$ cat config.mk
export PLATFORM = sky130hd
export DESIGN_NAME = btn_charge_conditioner
export DESIGN_NICKNAME = d
export VERILOG_FILES = /design/src/rtl/jump_pkg.sv /design/src/rtl/btn_debounce.sv /design/src/rtl/btn_charge_conditioner.sv
export SDC_FILE = /design/constraint.sdc
export NUM_CORES = 1
export LEC_CHECK = 0
export CAP_MARGIN = 20
export CORE_MARGIN = 4
export CORE_UTILIZATION = 25
export DETAILED_ROUTE_END_ITERATION = 7
export GPL_TIMING_DRIVEN = 1
export HOLD_SLACK_MARGIN = 0.1
export PLACE_DENSITY = 0.46
export SETUP_SLACK_MARGIN = 0.3
export SLEW_MARGIN = 5
export SYNTH_ARGS = -nofsm -noshare
export SYNTH_HDL_FRONTEND = slang
export SYNTH_SLANG_ARGS = --single-unit
$ cat constraint.sdc
create_clock -name clk -period 2.9 [get_ports clk]
set_clock_uncertainty 0.05 [all_clocks]
set_input_delay 0.29 -clock clk [delete_from_list [all_inputs] [get_ports clk]]
set_output_delay 0.29 -clock clk [all_outputs]
set_load 0.1 [all_outputs]
$ cat src/rtl/jump_pkg.sv
// Shared definitions for the jump game: squeeze width/limit, button FSM states
// and the saturating squeeze increment.
package jump_pkg;

    localparam int SQUEEZE_W           = 4;
    localparam int SQUEEZE_MAX_DEFAULT = 14;

    typedef enum logic [1:0] {
        IDLE    = 2'd0,
        CHARGE  = 2'd1,
        LOCKOUT = 2'd2
    } btn_state_t;

    // Increment a squeeze level, sticking at max_v instead of wrapping.
    function automatic logic [SQUEEZE_W-1:0] sat_inc(
        input logic [SQUEEZE_W-1:0] v,
        input logic [SQUEEZE_W-1:0] max_v
    );
        if (v >= max_v) begin
            sat_inc = max_v;
        end else begin
            sat_inc = v + 4'd1;
        end
    endfunction

endpackage

$ cat src/rtl/btn_debounce.sv
// Two-flop synchroniser plus counting debouncer for the raw jump button.
// o_rise/o_fall are high on the cycle whose clock edge changes o_level, so a
// consumer registering them lines up with the new stable level.
module btn_debounce #(
    parameter int DEBOUNCE_CYCLES = 65536
) (
    input  logic clk,
    input  logic rst,
    input  logic i_btn,
    output logic o_level,
    output logic o_rise,
    output logic o_fall
);

    localparam int                CNT_W    = $clog2(DEBOUNCE_CYCLES);
    localparam logic [CNT_W-1:0]  CNT_LAST = CNT_W'(DEBOUNCE_CYCLES - 1);

    logic             s1_q;
    logic             s2_q;
    logic             level_q;
    logic             level_d;
    logic [CNT_W-1:0] db_cnt_q;
    logic [CNT_W-1:0] db_cnt_d;

    // Bring the asynchronous button level into the clock domain.
    always_ff @(posedge clk) begin
        if (rst) begin
            s1_q <= 1'b0;
            s2_q <= 1'b0;
        end else begin
            s1_q <= i_btn;
            s2_q <= s1_q;
        end
    end

    // Accept a new level only after it has differed for DEBOUNCE_CYCLES cycles.
    always_comb begin
        db_cnt_d = db_cnt_q;
        level_d  = level_q;
        if (s2_q == level_q) begin
            db_cnt_d = '0;
        end else if (db_cnt_q == CNT_LAST) begin
            level_d  = s2_q;
            db_cnt_d = '0;
        end else begin
            db_cnt_d = db_cnt_q + CNT_W'(1);
        end
    end

    // Debounce counter and stable level state.
    always_ff @(posedge clk) begin
        if (rst) begin
            db_cnt_q <= '0;
            level_q  <= 1'b0;
        end else begin
            db_cnt_q <= db_cnt_d;
            level_q  <= level_d;
        end
    end

    assign o_level = level_q;
    assign o_rise  = level_d & ~level_q;
    assign o_fall  = ~level_d & level_q;

endmodule

$ cat src/rtl/btn_charge_conditioner.sv
// Jump button conditioner: debounces the button, accepts presses only while
// the game FSM is armed, grows a squeeze level while held and latches it as
// the charge on release. A press seen while unarmed is locked out until the
// button is let go.
module btn_charge_conditioner
    import jump_pkg::*;
#(
    parameter int DEBOUNCE_CYCLES = 65536,
    parameter int STEP_CYCLES     = 1048576,
    parameter int SQUEEZE_MAX     = SQUEEZE_MAX_DEFAULT
) (
    input  logic                 clk,
    input  logic                 rst,
    input  logic                 i_btn,
    input  logic                 i_arm,
    output logic                 o_btn_level,
    output logic                 o_press,
    output logic                 o_release,
    output logic [SQUEEZE_W-1:0] o_squeeze,
    output logic [SQUEEZE_W-1:0] o_charge
);

    localparam int                   STEP_W    = (STEP_CYCLES > 1) ? $clog2(STEP_CYCLES) : 1;
    localparam logic [STEP_W-1:0]    STEP_LAST = STEP_W'(STEP_CYCLES - 1);
    localparam logic [SQUEEZE_W-1:0] SQ_MAX    = SQUEEZE_W'(SQUEEZE_MAX);

    logic rise_s;
    logic fall_s;

    btn_state_t           state_q,   state_d;
    logic [STEP_W-1:0]    step_q,    step_d;
    logic [SQUEEZE_W-1:0] squeeze_q, squeeze_d;
    logic [SQUEEZE_W-1:0] charge_q,  charge_d;
    logic                 press_q,   press_d;
    logic                 release_q, release_d;

    btn_debounce #(
        .DEBOUNCE_CYCLES(DEBOUNCE_CYCLES)
    ) u_debounce (
        .clk    (clk),
        .rst    (rst),
        .i_btn  (i_btn),
        .o_level(o_btn_level),
        .o_rise (rise_s),
        .o_fall (fall_s)
    );

    // Press acceptance, squeeze stepping and charge capture; fall beats a step wrap.
    always_comb begin
        state_d   = state_q;
        step_d    = step_q;
        squeeze_d = squeeze_q;
        charge_d  = charge_q;
        press_d   = 1'b0;
        release_d = 1'b0;
        case (state_q)
            IDLE: begin
                if (rise_s) begin
                    if (i_arm) begin
                        state_d   = CHARGE;
                        press_d   = 1'b1;
                        step_d    = '0;
                        squeeze_d = '0;
                    end else begin
                        state_d = LOCKOUT;
                    end
                end else begin
                    state_d = IDLE;
                end
            end
            CHARGE: begin
                if (fall_s) begin
                    state_d   = IDLE;
                    release_d = 1'b1;
                    charge_d  = squeeze_q;
                    squeeze_d = '0;
                    step_d    = '0;
                end else if (step_q == STEP_LAST) begin
                    step_d    = '0;
                    squeeze_d = sat_inc(squeeze_q, SQ_MAX);
                end else begin
                    step_d = step_q + STEP_W'(1);
                end
            end
            LOCKOUT: begin
                if (fall_s) begin
                    state_d = IDLE;
                end else begin
                    state_d = LOCKOUT;
                end
            end
            default: begin
                state_d   = IDLE;
                step_d    = '0;
                squeeze_d = '0;
            end
        endcase
    end

    // FSM, counters and registered strobes; reset abandons any charge in flight.
    always_ff @(posedge clk) begin
        if (rst) begin
            state_q   <= IDLE;
            step_q    <= '0;
            squeeze_q <= '0;
            charge_q  <= '0;
            press_q   <= 1'b0;
            release_q <= 1'b0;
        end else begin
            state_q   <= state_d;
            step_q    <= step_d;
            squeeze_q <= squeeze_d;
            charge_q  <= charge_d;
            press_q   <= press_d;
            release_q <= release_d;
        end
    end

    assign o_press   = press_q;
    assign o_release = release_q;
    assign o_squeeze = squeeze_q;
    assign o_charge  = charge_q;

endmodule
==> flow_summary.ini <==
[outcome]
result_of_the_run = finished clean

[floorplan]
core_region_area_um2 = 9240
die_area_um2 = 11100
starting_utilization_of_the_core_area = 0.258
rows = 35
die_boundary_height_um = 106
io_pins = 15
die_w_um = 106

[worst_setup_path]
worst_path_largest_cell_delay_ns = 0.53
worstPathArrival_ns = 2.56
critical_path.endpoint_type = register
worst_path_required_ns = 3.05
cp_num_buf_inv = 0
critical-path-slowest-cell = sky130_fd_sc_hd__nor4_4
cell_with_the_most_instances_on_the_worst_path = sky130_fd_sc_hd__a21o_1
worst_setup_path_start_kind = register
cp_max_fo = 11
critical_path_class = register to register
critical_path.top_delay_family = simple AND/OR/NAND/NOR gates
critical_path.cell_chain = ha_1, nand4_4, nor4_4, a31o_2, nor3_2, a21o_1, a21o_1

[drt]
vias_per_cell = 4.62
remaining_drc_errors = 0
via_count = 1937
detail_route.wirelength_mm = 5.05
drtPass1Iterations = 4
postRouteAntennaNets = 0
routedWlPerCell_um = 12.0
drt-initial-drc-count = 94

[timing]
final_critical_path_time_including_i_o_delays_and_setup_ns = 2.41
setup_viol = 0
worst_pin_slew_ns = 0.963
finalHoldViolations = 0
fin_setup_tns_ns = 0
rsz0062_at_grt = false
slew-limit-headroom = 0.356
hold_ws_ns = 0.403
finalMaxSlewViolations = 0
fin_crit_sh = 0.830
maxClockFrequency_ghz = 0.415

[grt]
wire_length_of_the_first_global_routing_pass_mm = 8.78
grt_max_degree = 30
globalRouteOverflowTotal = 0
antenna_violations_before_repair = 0
grt_pass1_vias = 1859
grt_util_all_layers = 0.0954

[place]
last_weighted_congestion_value_of_the_routability_driven_placer = 0.809
numPortBuffers = 14
detailedPlacementHpwl_mm = 3.61

[clock_tree]
cts-root-to-sink-buffers = 2
tritoncts_clock_tree = done
cts.root.buffer_cell = sky130_fd_sc_hd__clkbuf_8
ctsHoldBuffers = 0
insertion_delay_of_the_later_clocked_pin_in_the_worst_skew_pair_ns = 0.30
number_of_cts_inserted_buffers = 5
clkSlewWorstSetupHoldPaths_ns = 0.09
h-tree-depth = 2
numClockSinks = 51

[synth]
synth_seq_cells = 51
number_of_flops_mapped_to_enable_cells_by_yosys = 0
synth_ff_type = sky130_fd_sc_hd__dfxtp_1
postSynthNetCount = 283
ys_async_sr_fraction = 0
syn_area_um2 = 2380
synth_cell_type_count = 45
netlist_instances = 275
synth-seq-area-share = 0.429
synth.yosys.warnings = 0
synthesis.area_per_instance_um2 = 8.66

[finish]
num_antenna_cells = 0
final_layout_size_suffix_gt1_frac = 0.117
post-route-util = 0.295
sequential_cell_area_um2 = 1020
final.fill_count = 1003
area_of_the_multi_input_gates_um2 = 1290
syn2layout_area_growth_pct = 14.6
nNetsFinal = 299

[power_and_ir_drop]
worst_ir_drop_vdd_mv = 0.225
leakage_uw = 0.000953
power_density_nw_per_um2 = 405

[flow_run]
drv.max_cap_violation_count = 0

[min_path]
worstHoldPathType = register to register
## worst register-to-register path: stages (launching register included)
cell and delay [ns]:
sky130_fd_sc_hd__dfxtp_1 0.39, sky130_fd_sc_hd__ha_1 0.29, sky130_fd_sc_hd__nand4_4 0.17, sky130_fd_sc_hd__nor4_4 0.53, sky130_fd_sc_hd__a31o_2 0.38, sky130_fd_sc_hd__nor3_2 0.15, sky130_fd_sc_hd__a21o_1 0.18, sky130_fd_sc_hd__a21o_1 0.17
## path summary, 6_finish.rpt
kind              slack, ns                    from  depth (start not counted)              end
setup reg to reg       0.49  u_debounce.db_cnt_q[0]                          7        step_q[6]
hold reg to reg        0.40         u_debounce.s1_q                          1  u_debounce.s2_q
setup / recovery       0.49  u_debounce.db_cnt_q[0]                          7        step_q[6]
hold / removal         0.40         u_debounce.s1_q                          1  u_debounce.s2_q
## area by class of cell
type,instances,share of cell area
well taps,129,0.0591
inverters,10,0.0138
clock buffers,6,0.0266
flip-flops and latches,51,0.374
repair buffers,19,0.0550
multi-input cells,204,0.471
## placed cells by master, fill, tap and decap left out, types with 2 or more instances in the layout
| cell type | Yosys | layout |
|---|---|---|
| sky130_fd_sc_hd__a211oi_1 | 2 | 2 |
| sky130_fd_sc_hd__a21o_1 | 3 | 3 |
| sky130_fd_sc_hd__a21oi_1 | 12 | 12 |
| sky130_fd_sc_hd__a31oi_1 | 3 | 3 |
| sky130_fd_sc_hd__and3_1 | 8 | 8 |
| sky130_fd_sc_hd__and4_1 | 2 | 2 |
| sky130_fd_sc_hd__buf_4 | 0 | 16 |
| sky130_fd_sc_hd__clkbuf_8 | 0 | 5 |
| sky130_fd_sc_hd__clkdlybuf4s50_1 | 0 | 3 |
| sky130_fd_sc_hd__dfxtp_1 | 51 | 51 |
| sky130_fd_sc_hd__ha_1 | 4 | 4 |
| sky130_fd_sc_hd__inv_1 | 10 | 10 |
| sky130_fd_sc_hd__mux2i_1 | 5 | 5 |
| sky130_fd_sc_hd__nand2_1 | 19 | 19 |
| sky130_fd_sc_hd__nand3_1 | 23 | 22 |
| sky130_fd_sc_hd__nand4_1 | 11 | 11 |
| sky130_fd_sc_hd__nor2_1 | 37 | 37 |
| sky130_fd_sc_hd__nor2b_1 | 3 | 3 |
| sky130_fd_sc_hd__nor3_1 | 8 | 8 |
| sky130_fd_sc_hd__nor4_1 | 5 | 5 |
| sky130_fd_sc_hd__nor4_2 | 2 | 2 |
| sky130_fd_sc_hd__o21ai_0 | 10 | 10 |
| sky130_fd_sc_hd__o21ai_1 | 2 | 2 |
| sky130_fd_sc_hd__o31ai_1 | 2 | 2 |
| sky130_fd_sc_hd__or3_1 | 7 | 7 |
| sky130_fd_sc_hd__xnor2_1 | 7 | 7 |
| sky130_fd_sc_hd__xor2_1 | 11 | 11 |
## logic make-up after synthesis
logic type	after synthesis	synth area share
and+or+nand+nor	133	0.301
AOI/OAI and AO/OA	44	0.129
xor gates and xnor gates	18	0.0662
buffers and inverters	20	0.0331
DFF	51	0.429
muxes	5	0.0210
adders and majority gates	4	0.0210
## power breakdown
part / internal [uW] / total (uW) / switching (uW)
logic: 7.87 / 23.2 / 15.3
clock network: 162 / 378 / 217
registers: 701 / 703 / 1.32
## metrics by stage
stage               area [um2]  instances  total power, uW  setup WS (ns)
floorplan                 2380        275              734          0.565
global placement          2640        411              743          0.543
detailed placement        2640        411              743          0.467
CTS                       2710        417             1130          0.449
global route              2730        419             1150          0.324
finish                    2730        419             1100          0.493
## cell usage after synthesis, types with 4 or more instances
cell                       instances  share of area
sky130_fd_sc_hd__dfxtp_1          51           0.43
sky130_fd_sc_hd__nor2_1           37          0.058
sky130_fd_sc_hd__nand3_1          23          0.048
sky130_fd_sc_hd__nand2_1          19          0.030
sky130_fd_sc_hd__a21oi_1          12          0.025
sky130_fd_sc_hd__nand4_1          11          0.029
sky130_fd_sc_hd__xor2_1           11          0.040
sky130_fd_sc_hd__inv_1            10          0.016
sky130_fd_sc_hd__o21ai_0          10          0.021
sky130_fd_sc_hd__and3_1            8          0.021
sky130_fd_sc_hd__nor3_1            8          0.017
sky130_fd_sc_hd__or3_1             7          0.018
sky130_fd_sc_hd__xnor2_1           7          0.026
sky130_fd_sc_hd__clkbuf_1          6         0.0095
sky130_fd_sc_hd__mux2i_1           5          0.021
sky130_fd_sc_hd__nor4_1            5          0.013
sky130_fd_sc_hd__ha_1              4          0.021
## flip-flops by register name (all words and copies together), names as in the netlist
name                 count
o_charge                 4
step_q                  20
u_debounce.s2_q          1
o_squeeze                4
u_debounce.db_cnt_q     16
u_debounce.s1_q          1
u_debounce.o_level       1
o_release                1
o_press                  1
state_q                  2
## layer usage
metal  global-route usage  vias to the layer above  part of all wire
li1                     -                     1015                 -
met1                0.125                      891              0.51
met2                0.153                       25              0.45
met3               0.0165                        6             0.025
met4               0.0426                        0             0.020
met5                    0                        -                 0
## repair_timing
action                                  in CTS  in global routing
gates resized for setup                      0                  1
endpoints found under the setup margin       0                  3
buffers inserted                             0                  2
endpoints found under the hold margin        0                  0
No activity file was read; power rests on OpenSTA's default activity.
